## config.mk

```make
export PLATFORM = sky130hd
export DESIGN_NAME = btn_press_decoder
export DESIGN_NICKNAME = d
export VERILOG_FILES = /design/src/rtl/btn_press_decoder_pkg.sv /design/src/rtl/btn_press_decoder_tick_counter.sv /design/src/rtl/btn_press_decoder.sv
export SDC_FILE = /design/constraint.sdc
export NUM_CORES = 1
export LEC_CHECK = 0
export BUFFER_PORTS_ARGS = -buffer_cell sky130_fd_sc_hd__buf_4
export CORE_AREA = 2 2 42 44
export DETAILED_ROUTE_END_ITERATION = 8
export DIE_AREA = 0 0 44 46
export PLACE_DENSITY_LB_ADDON = 0.05
export SYNTH_ARGS = -nofsm -noshare
export SYNTH_HDL_FRONTEND = slang
export SYNTH_SLANG_ARGS = --single-unit
```

## constraint.sdc

```tcl
create_clock -name CLK -period 2.5 [get_ports CLK]
set_clock_uncertainty 0.15 [all_clocks]
set_input_delay 0.375 -clock CLK [delete_from_list [all_inputs] [get_ports CLK]]
set_output_delay 0.375 -clock CLK [all_outputs]
set_load 0.02 [all_outputs]
```

## src/rtl/btn_press_decoder_pkg.sv

```systemverilog
// Shared definitions for the button press decoder and its tick counter.
// State encodings, the default divider tick constant and a busy helper.
package btn_press_decoder_pkg;

  localparam logic [2:0] S_IDLE   = 3'd0;
  localparam logic [2:0] S_PRESS1 = 3'd1;
  localparam logic [2:0] S_HOLD   = 3'd2;
  localparam logic [2:0] S_GAP    = 3'd3;
  localparam logic [2:0] S_PRESS2 = 3'd4;

  typedef enum logic [2:0] {
    ST_IDLE   = S_IDLE,
    ST_PRESS1 = S_PRESS1,
    ST_HOLD   = S_HOLD,
    ST_GAP    = S_GAP,
    ST_PRESS2 = S_PRESS2
  } state_e;

  // CLK cycles per CE tick, shared with the debounce filter.
  localparam int unsigned DFLT_TICK_DIV = 50000;

  function automatic logic busy_of(input state_e s);
    return s != ST_IDLE;
  endfunction

endpackage

```

## src/rtl/btn_press_decoder_tick_counter.sv

```systemverilog
// CE-gated tick counter with synchronous clear and terminal flag.
// Ports: clk, rst (async high), ce_i, clr_i, last_i (N-1), at_o.
module btn_tick_counter #(
  parameter int CNT_W = 8
) (
  input  logic             clk,
  input  logic             rst,
  input  logic             ce_i,
  input  logic             clr_i,
  input  logic [CNT_W-1:0] last_i,
  output logic             at_o
);

  logic [CNT_W-1:0] cnt_q;
  logic [CNT_W-1:0] cnt_d;

  always_comb begin
    cnt_d = cnt_q;
    if (clr_i)
      cnt_d = '0;
    else if (ce_i)
      cnt_d = cnt_q + 1'b1;
  end

  always_ff @(posedge clk or posedge rst) begin
    if (rst)
      cnt_q <= '0;
    else
      cnt_q <= cnt_d;
  end

  // "At N": the CE that would take the count to N.
  assign at_o = ce_i && (cnt_q == last_i);

endmodule

```

## src/rtl/btn_press_decoder.sv

```systemverilog
// Classifies debounced button gestures into short/long/double pulses.
// Ports: CLK, RST, CE, BTN_I in; SHORT_O, LONG_O, DOUBLE_O, BUSY_O out.
// Optional macro BTN_AUTOREPEAT_EN: repeat LONG_O while held.
module btn_press_decoder
  import btn_press_decoder_pkg::*;
#(
  parameter int LONG_TICKS    = 200,
  parameter int DBL_GAP_TICKS = 60,
  parameter int REPEAT_TICKS  = 50,
  parameter int CNT_W         = 8
) (
  input  logic CLK,
  input  logic RST,
  input  logic CE,
  input  logic BTN_I,
  output logic SHORT_O,
  output logic LONG_O,
  output logic DOUBLE_O,
  output logic BUSY_O
);

  state_e state_q, state_d;
  logic short_q, short_d;
  logic long_q, long_d;
  logic dbl_q, dbl_d;
  logic busy_q, busy_d;

  logic [CNT_W-1:0] last;
  logic rep_hit;
  logic cnt_ce;
  logic cnt_clr;
  logic at;

  // Counter only runs in states that time something.
  always_comb begin
    cnt_ce = 1'b0;
    unique case (1'b1)
      state_q == ST_PRESS1: cnt_ce = CE;
      state_q == ST_GAP:    cnt_ce = CE;
`ifdef BTN_AUTOREPEAT_EN
      state_q == ST_HOLD:   cnt_ce = CE;
`endif
      default:              cnt_ce = 1'b0;
    endcase
  end

  assign cnt_clr = (state_d != state_q) || rep_hit;

  btn_tick_counter #(
    .CNT_W (CNT_W)
  ) u_cnt (
    .clk    (CLK),
    .rst    (RST),
    .ce_i   (cnt_ce),
    .clr_i  (cnt_clr),
    .last_i (last),
    .at_o   (at)
  );

  // Level changes are tested before the terminal count so they win.
  always_comb begin
    state_d = state_q;
    short_d = 1'b0;
    long_d  = 1'b0;
    dbl_d   = 1'b0;
    rep_hit = 1'b0;
    last    = CNT_W'(LONG_TICKS - 1);
    unique case (state_q)
      ST_IDLE: begin
        if (BTN_I)
          state_d = ST_PRESS1;
      end
      ST_PRESS1: begin
        last = CNT_W'(LONG_TICKS - 1);
        if (!BTN_I) begin
          state_d = ST_GAP;
        end else if (at) begin
          long_d  = 1'b1;
          state_d = ST_HOLD;
        end
      end
      ST_HOLD: begin
        last = CNT_W'(REPEAT_TICKS - 1);
        if (!BTN_I) begin
          state_d = ST_IDLE;
        end
`ifdef BTN_AUTOREPEAT_EN
        else if (at) begin
          long_d  = 1'b1;
          rep_hit = 1'b1;
        end
`endif
      end
      ST_GAP: begin
        last = CNT_W'(DBL_GAP_TICKS - 1);
        if (BTN_I) begin
          dbl_d   = 1'b1;
          state_d = ST_PRESS2;
        end else if (at) begin
          short_d = 1'b1;
          state_d = ST_IDLE;
        end
      end
      ST_PRESS2: begin
        if (!BTN_I)
          state_d = ST_IDLE;
      end
      default: state_d = ST_IDLE;
    endcase
    busy_d = busy_of(state_d);
  end

  always_ff @(posedge CLK or posedge RST) begin
    if (RST) begin
      state_q <= ST_IDLE;
      short_q <= 1'b0;
      long_q  <= 1'b0;
      dbl_q   <= 1'b0;
      busy_q  <= 1'b0;
    end else begin
      state_q <= state_d;
      short_q <= short_d;
      long_q  <= long_d;
      dbl_q   <= dbl_d;
      busy_q  <= busy_d;
    end
  end

  assign SHORT_O  = short_q;
  assign LONG_O   = long_q;
  assign DOUBLE_O = dbl_q;
  assign BUSY_O   = busy_q;

endmodule

```

* Yosys cells after proc, flatten, opt, wreduce, memory -nomap -nowiden
Cells that the tools add are included.
** Storage, ports and cells
- Register bits :: 15
- Output and inout bits :: 4
- Input bits :: 4
- Word-level logic and storage cells :: 37
** Operators by class
- Muxes and demuxes :: 18
- Add/subtract/negate cells :: 1
- Reductions and logical operators :: 6
- Eq/ne operators :: 6
** Operators with widths (count)
- $mux W3 :: 6
- $mux W8 :: 2
- $pmux W8 S2 :: 1
- $pmux W3 S4 :: 1
- $add A8 B1 Y8 const B :: 1
- $eq A8 B8 Y1 :: 1
- $mux W1 :: 8
- $eq A3 B2 Y1 const B :: 2
- $reduce_or A2 Y1 :: 2
- $eq A3 B1 Y1 const B :: 1
- $eq A3 B3 Y1 const B :: 1
- $logic_not A3 Y1 :: 1
- $ne A3 B3 Y1 :: 1
- $reduce_bool A3 Y1 :: 1
- $reduce_bool A2 Y1 :: 1
- $logic_and A1 B1 Y1 :: 1

* Logic depth before layout (Yosys ltp)
Gate-level depths: netlist (run 1).
- Depth in word-level cells :: 9
- Depth in mapped cells :: 7
- Depth with buffers taken out :: 5

* Modules after synthesis
From an unflattened synthesis (run 1), not the netlist that was laid out.
** Second synthesis, totals
- Cells, all modules :: 95
- Area total of the unflattened synthesis :: 885.8 µm²
** Modules (own cells, without submodules)
- btn_tick_counter :: seq. area each 200.2 µm², times used 1, cells an instance 51, area each 478.0 µm²
- btn_press_decoder :: seq. area each 175.2 µm², times used 1, cells an instance 44, area each 407.9 µm²

* Least setup slack after synthesis (run 1)
No wires, ideal clock.
- Path kind :: reg-to-reg
- Start :: register state_q[0]
- End :: register state_q[1]
- Arrival :: 1678 ps
- Clock period less this slack :: 1915 ps
- Data required time :: 2263 ps
- Cell stages (with the launch flop) :: 8
- Library setup time :: 87 ps
- Buffers on the path :: 2
- Setup slack :: 585 ps
- Cells stage by stage :: dfrtp_1 -> buf_6 -> nor2b_1 -> buf_6 -> and4_4 -> o221ai_2 -> mux2_4 -> a211oi_2
** Between the ends
- Cells in the longest elaborated chain, start to end :: 7
- Elaborated cells between the ends (all ways) :: 16
- Those cells by class :: 5 x eq/ne; 7 x mux; 4 x reduce/logical
** Ends and longest elaborated chain
- start: declaration :: line btn_press_decoder.sv:22 : state_e state_q, state_d;
- start signal: assignment :: line btn_press_decoder.sv:121 : state_q <= state_d;
- $eq A3 B2 Y1 (tied with other cells) :: line btn_press_decoder.sv:39, btn_press_decoder.sv:68
- $pmux W8 S2 or $reduce_or A2 Y1 (tied branches)
- $eq A8 B8 Y1 or $mux W1 (tied branches) :: line btn_press_decoder_tick_counter.sv:33, btn_press_decoder.sv:37
- $logic_and A1 B1 Y1 :: line btn_press_decoder_tick_counter.sv:33 : assign at_o = ce_i && (cnt_q == last_i);
- $mux W3 (on tied branches) :: line btn_press_decoder.sv:99, btn_press_decoder.sv:77
- $mux W3 (on tied branches) :: line btn_press_decoder.sv:96, btn_press_decoder.sv:75
- $pmux W3 S4 * :: line btn_press_decoder.sv:68 : unique case (state_q)
- via state_d[1] :: line btn_press_decoder.sv:22
The timed path passes the listed nets; every way through them passes the cells marked *.
A chain may end at the register's enable or synchronous reset.

* Worst setup path in the final report (run 1)
Same ends and word-level chain as after synthesis.

==> results of run 1 <==
## Yosys cell counts (all sizes together), types with 2 or more instances
cell type / number / area share [%]
dfrtp: 15 / 45
nor2: 14 / 6.2
nand2: 6 / 2.7
xnor2: 6 / 6.2
a21oi: 3 / 1.8
inv: 3 / 1.3
nand3: 3 / 1.8
or2b: 3 / 2.7
xor2: 3 / 3.1
and3: 2 / 1.5
buf: 2 / 2.7
nor3: 2 / 1.8
nor4: 2 / 1.5
o221ai: 2 / 2.8
## worst paths after layout
check	slack, ns	startpoint	cells after the start	end
setup / recovery	0.39	state_q[0]$_DFF_PP0_	5	state_q[1]$_DFF_PP0_
hold / removal	0.009	RST	2	u_cnt.cnt_q[3]$_DFFE_PP0P_
setup reg to reg	0.39	state_q[0]$_DFF_PP0_	5	state_q[1]$_DFF_PP0_
hold reg to reg	0.43	u_cnt.cnt_q[5]$_DFFE_PP0P_	2	u_cnt.cnt_q[5]$_DFFE_PP0P_
max in group asynchronous	1.81	RST	2	u_cnt.cnt_q[6]$_DFFE_PP0P_
min in group CLK	0.17	BTN_I	2	SHORT_O$_DFF_PP0_
## where the power goes
group / internal (W) / switching (W)
clock: 0.0000618 / 0.0000764
sequential: 0.000283 / 0.0000766
combinational: 0.000142 / 0.000165
total: 0.000487 / 0.000318
## area by class of cell
cell class	instances	share of cell area, %
clock buffers	4	2.84
inverters	3	1.22
multi-input cells	62	46.5
well taps	17	2.30
flip-flops and latches	15	40.6
repair buffers	8	6.50
## per-stage QoR
stage	hold slack, ns	std cells	setup WS (ns)
floorplan	0.126	83	0.585
global placement	0.318	105	0.464
detailed placement	0.330	105	0.424
CTS	0.0199	109	0.389
global route	0.0432	109	0.256
finish	0.00921	109	0.387
## metal layers
layer | share of wire [%] | wire (µm) | global-route usage [%] | vias to the layer above
met4 | 0.82 | 12 | 10.9 | 0
met1 | 49 | 714 | 22.9 | 300
met2 | 48 | 705 | 27.4 | 4
met5 | 0 | 0 | 0 | -
li1 | - | - | - | 311
met3 | 1.9 | 28 | 2.38 | 2
## flip-flops by register name, summed over array words and instances, names as in the netlist
signal	count
DOUBLE_O	1
u_cnt.cnt_q	8
state_q	3
SHORT_O	1
LONG_O	1
BUSY_O	1
## kinds of logic after synthesis
group / after synthesis / synth area share [%]
multiplexers: 1 / 1.78
XOR/XNOR: 9 / 9.35
AO/OA/AOI/OAI: 10 / 11.1
flip-flops: 15 / 44.5
buffers and inverters: 6 / 4.45
AND/OR/NAND/NOR: 41 / 27.3
adder cells (fa/ha/maj): 1 / 1.48
## worst max-delay path, cell delays in order, from the launching register on
cell and delay (ns):
dfrtp_1 0.53, nor2b_1 0.39, and4_4 0.29, o221ai_2 0.14
mux2_4 0.32, a211oi_2 0.21
==> flow_metrics.py, run 1 <==
metrics = {
    "cts": {
        "ctsLongestPathBuffers": 2,
        "cts.sinks": 15,
        "htree_levels": 1,
        "tritoncts": "done",
        "postCtsSetupRepairBufs": 0,
        "worst_skew_pair.late_latency_ns": 0.28,
        "cts_root_buf": "clkbuf_4",
        "hold_buffers": 0,
        "clkTransAtPathRegs_ns": 0.09,
        "post_cts_resized": 0,
        "cts_buffers": 3,
    },
    "yosys": {
        "synth-edff-count": 0,
        "ys_async_sr_fraction_pct": 100,
        "synth_cell_types": 33,
        "yosysSeqAreaShare_pct": 44.5,
        "syn_area_per_cell_um2": 10.2,
        "netlist_area_um2": 843,
        "syn_inst": 83,
        "ys.flop_type": "dfrtp_1",
        "yosys_warnings": 0,
        "synth_nets": 88,
        "ys_ff_latch": 15,
    },
    "routing": {
        "drt.antenna.violating_nets": 0,
        "dr.pass1.iters": 4,
        "drtIter0Drc": 8,
        "drc_errors": 0,
        "drt_wl_total_um": 1460,
        "vias": 617,
        "routedWlPerCell_um": 13.4,
        "viasPerCell": 5.66,
    },
    "setup_path": {
        "crit_path_start_kind": "register",
        "end_kind": "register",
        "crit_arrival_ns": 2.16,
        "crit_type": "register to register",
        "cp_data_required_time_ns": 2.55,
        "crit_fanout": 10,
    },
    "global_route": {
        "gr-usage-all-layers_pct": 17.5,
        "overflow": 0,
        "grt_max_degree": 16,
        "grt_pass1_vias": 579,
        "grt_pass1_wl_um": 2550,
        "antenna_found_initial": 0,
    },
    "power_and_ir_drop": {
        "p_total_w": 0.000805,
        "powerDensity_nw_per_um2": 871,
        "ir_drop_mv": 0.500,
        "cellLeakagePower_nw": 0.402,
    },
    "cells_and_area": {
        "area_growth_pct": 9.64,
        "multi_input_area_um2": 430,
        "design_area_um2": 925,
        "regArea_um2": 375,
        "fin_util_pct": 57.3,
        "most-common-layout-cells": "dfrtp_1 (15), nor2_1 (14), buf_4 (8), xnor2_1 (6), nand2_1 (6)",
        "drive_above_1_share_pct": 18.5,
        "fin_nets": 98,
        "diodes": 0,
        "fillerInstances": 137,
        "layout_commonest_cell": "dfrtp_1",
    },
    "worst_hold_path": {
        "hp-class": "input port to async pin",
    },
    "sta": {
        "hold_viol": 0,
        "relSlewSlack_pct": 60.1,
        "fin_crit_sh_pct": 84.5,
        "tns_ns": 0,
        "maxSlewViolCount": 0,
        "period_minus_slack_ns": 2.11,
        "setup_viol": 0,
        "max_freq_mhz": 473,
        "rsz0062_at_grt": "no",
        "worstMarginPinSlew_ns": 0.599,
    },
    "placement": {
        "io_buffers": 7,
        "hpwl_um": 1070,
        "gp_congestion": 0.794,
        "placed_area_um2": 898,
    },
    "flow_run": {
        "maxCapViolations": 0,
    },
    "outcome": {
        "status": "finished clean",
    },
    "floorplan": {
        "start_util_pct": 52.2,
        "rows": 15,
        "die_area_um2": 2020,
        "ios": 8,
        "die_h_um": 46,
        "core_area_um2": 1610,
        "die_x_um": 44,
    },
}
Power figures use the tool's default switching activity.
==> inputs of run 2 (changes only) <==
- CORE_AREA: 2 2 42 44 -> 2 2 45 47
- DIE_AREA: 0 0 44 46 -> 0 0 47 49
- clock period: 2.5 -> 1.9 ns (I/O delays scaled with it)
==> flow_metrics.py, run 2 (synthesis gave the netlist of run 1 again) <==
metrics = {
    "global_route": {
        "grt_pass1_wl_um": 2800,
        "antenna_found_initial": 0,
        "gr-usage-all-layers_pct": 17.1,
        "overflow": 0,
        "grt_max_degree": 16,
        "grt_pass1_vias": 615,
    },
    "sta": {
        "maxSlewViolCount": 0,
        "max_freq_mhz": 549,
        "setup_viol": 0,
        "relSlewSlack_pct": 61.5,
        "setup_slack_ns": 0.0777,
        "worstMarginPinSlew_ns": 0.577,
        "fin_crit_sh_pct": 95.9,
        "rsz0062_at_grt": "yes",
        "hold_viol": 0,
        "period_minus_slack_ns": 1.82,
    },
    "cells_and_area": {
        "fin_nets": 103,
        "final_cells": 124,
        "fillerInstances": 184,
        "regMostFlops": "u_cnt.cnt_q",
        "diodes": 0,
        "reg_top3": "u_cnt.cnt_q: 8 flops, state_q: 3 flops",
        "most-common-layout-cells": "dfrtp_1 (15), nor2_1 (14), buf_4 (12), xnor2_1 (6), nand2_1 (6)",
        "largest_reg_flops": 8,
        "area_growth_pct": 20.9,
        "layout_commonest_cell": "dfrtp_1",
        "drive_above_1_share_pct": 25.8,
    },
    "cts": {
        "ctsLongestPathBuffers": 2,
        "clkTransAtPathRegs_ns": 0.10,
        "cts_root_buf": "clkbuf_4",
        "htree_levels": 1,
        "tritoncts": "done",
        "postCtsSetupRepairBufs": 0,
        "worst_skew_pair.late_latency_ns": 0.30,
        "cts.sinks": 15,
        "cts_buffers": 3,
    },
    "placement": {
        "hpwl_um": 1230,
        "gp_congestion": 0.797,
        "io_buffers": 7,
        "dp_cells": 119,
        "place_ws_ns": 0.0364,
    },
    "setup_path": {
        "crit_path_start_kind": "register",
        "crit_arrival_ns": 1.90,
        "end_kind": "register",
        "crit_type": "register to register",
        "r2r_slack_ns": 0.08,
        "crit_fanout": 7,
        "cp_data_required_time_ns": 1.98,
    },
    "floorplan": {
        "core_area_um2": 1840,
        "die_area_um2": 2300,
        "ios": 8,
        "start_util_pct": 45.8,
        "die_x_um": 47,
        "rows": 16,
        "die_h_um": 49,
    },
    "flow_run": {
        "maxCapViolations": 0,
    },
    "worst_hold_path": {
        "hp-class": "input port to register",
    },
    "routing": {
        "viasPerCell": 5.21,
        "drtIter0Drc": 6,
        "vias": 646,
        "dr.pass1.iters": 4,
        "drt.antenna.violating_nets": 0,
        "drc_errors": 0,
        "drt_wl_total_um": 1660,
        "routedWlPerCell_um": 13.4,
    },
    "power_and_ir_drop": {
        "cellLeakagePower_nw": 0.440,
        "ir_drop_mv": 0.595,
        "powerDensity_nw_per_um2": 1200,
    },
    "outcome": {
        "status": "finished clean",
    },
}
## run 2: layer usage
| metal | share of wire [%] | up-vias | track usage, % |
|---|---|---|---|
| li1 | - | 321 | - |
| met1 | 45 | 315 | 22.2 |
| met4 | 2.8 | 0 | 8.33 |
| met3 | 1.4 | 5 | 3.33 |
| met2 | 51 | 5 | 26.5 |
| met5 | 0 | - | 0 |
## run 2: power breakdown
part / internal (W) / switching, W / total, W
registers: 0.000373 / 0.0000446 / 0.000418
logic: 0.000289 / 0.000320 / 0.000609
clock network: 0.0000804 / 0.000116 / 0.000196
total: 0.000743 / 0.000480 / 0.00122
## run 2: area by class of cell
class	count	area [µm²]	area share, %
Sequential cell	15	375	36.8
Clock buffer	3	22.5	2.21
Inverter	3	11.3	1.10
Tap cell	27	33.8	3.31
Clock inverter	1	7.51	0.736
Multi-Input combinational cell	62	469	46.0
Timing Repair Buffer	13	100	9.82
## run 2: stage by stage
step	TNS, ns	total power (W)	cell area [µm²]	hold WS [ns]	util (%)
global route	-0.0396	0.00131	1020	0.0565	55.4
finish	0	0.00122	1020	0.0524	55.4
detailed placement	0	0.000998	971	0.242	52.7
CTS	0	0.00120	1010	0.0493	54.9
global placement	0	0.000995	971	0.234	52.7
floorplan	0	0.000857	873	0.0365	-
## run 2: final timing paths
kind | start | end | cells after the start
min in group asynchronous | RST | DOUBLE_O$_DFF_PP0_ | 3
max in group asynchronous | RST | u_cnt.cnt_q[2]$_DFFE_PP0P_ | 3
worst min-delay path | BTN_I | SHORT_O$_DFF_PP0_ | 2
worst min register to register | u_cnt.cnt_q[7]$_DFFE_PP0P_ | u_cnt.cnt_q[7]$_DFFE_PP0P_ | 2
worst max-delay path | state_q[2]$_DFF_PP0_ | u_cnt.cnt_q[1]$_DFFE_PP0P_ | 5
worst max register to register | state_q[2]$_DFF_PP0_ | u_cnt.cnt_q[1]$_DFFE_PP0P_ | 5
## run 2: repair_timing
item | in CTS | in global routing
hold buffers | 1 | 0
endpoints found under the setup margin | 0 | 8
resized for setup | 0 | 2
endpoints found under the hold margin | 15 | 0
## run 2: critical path, cell delays in order (launching register included)
cell and delay (ns):
dfrtp_1 0.43, buf_4 0.18, or2b_1 0.24, o32a_1 0.32, or2b_4 0.30, a21oi_1 0.12
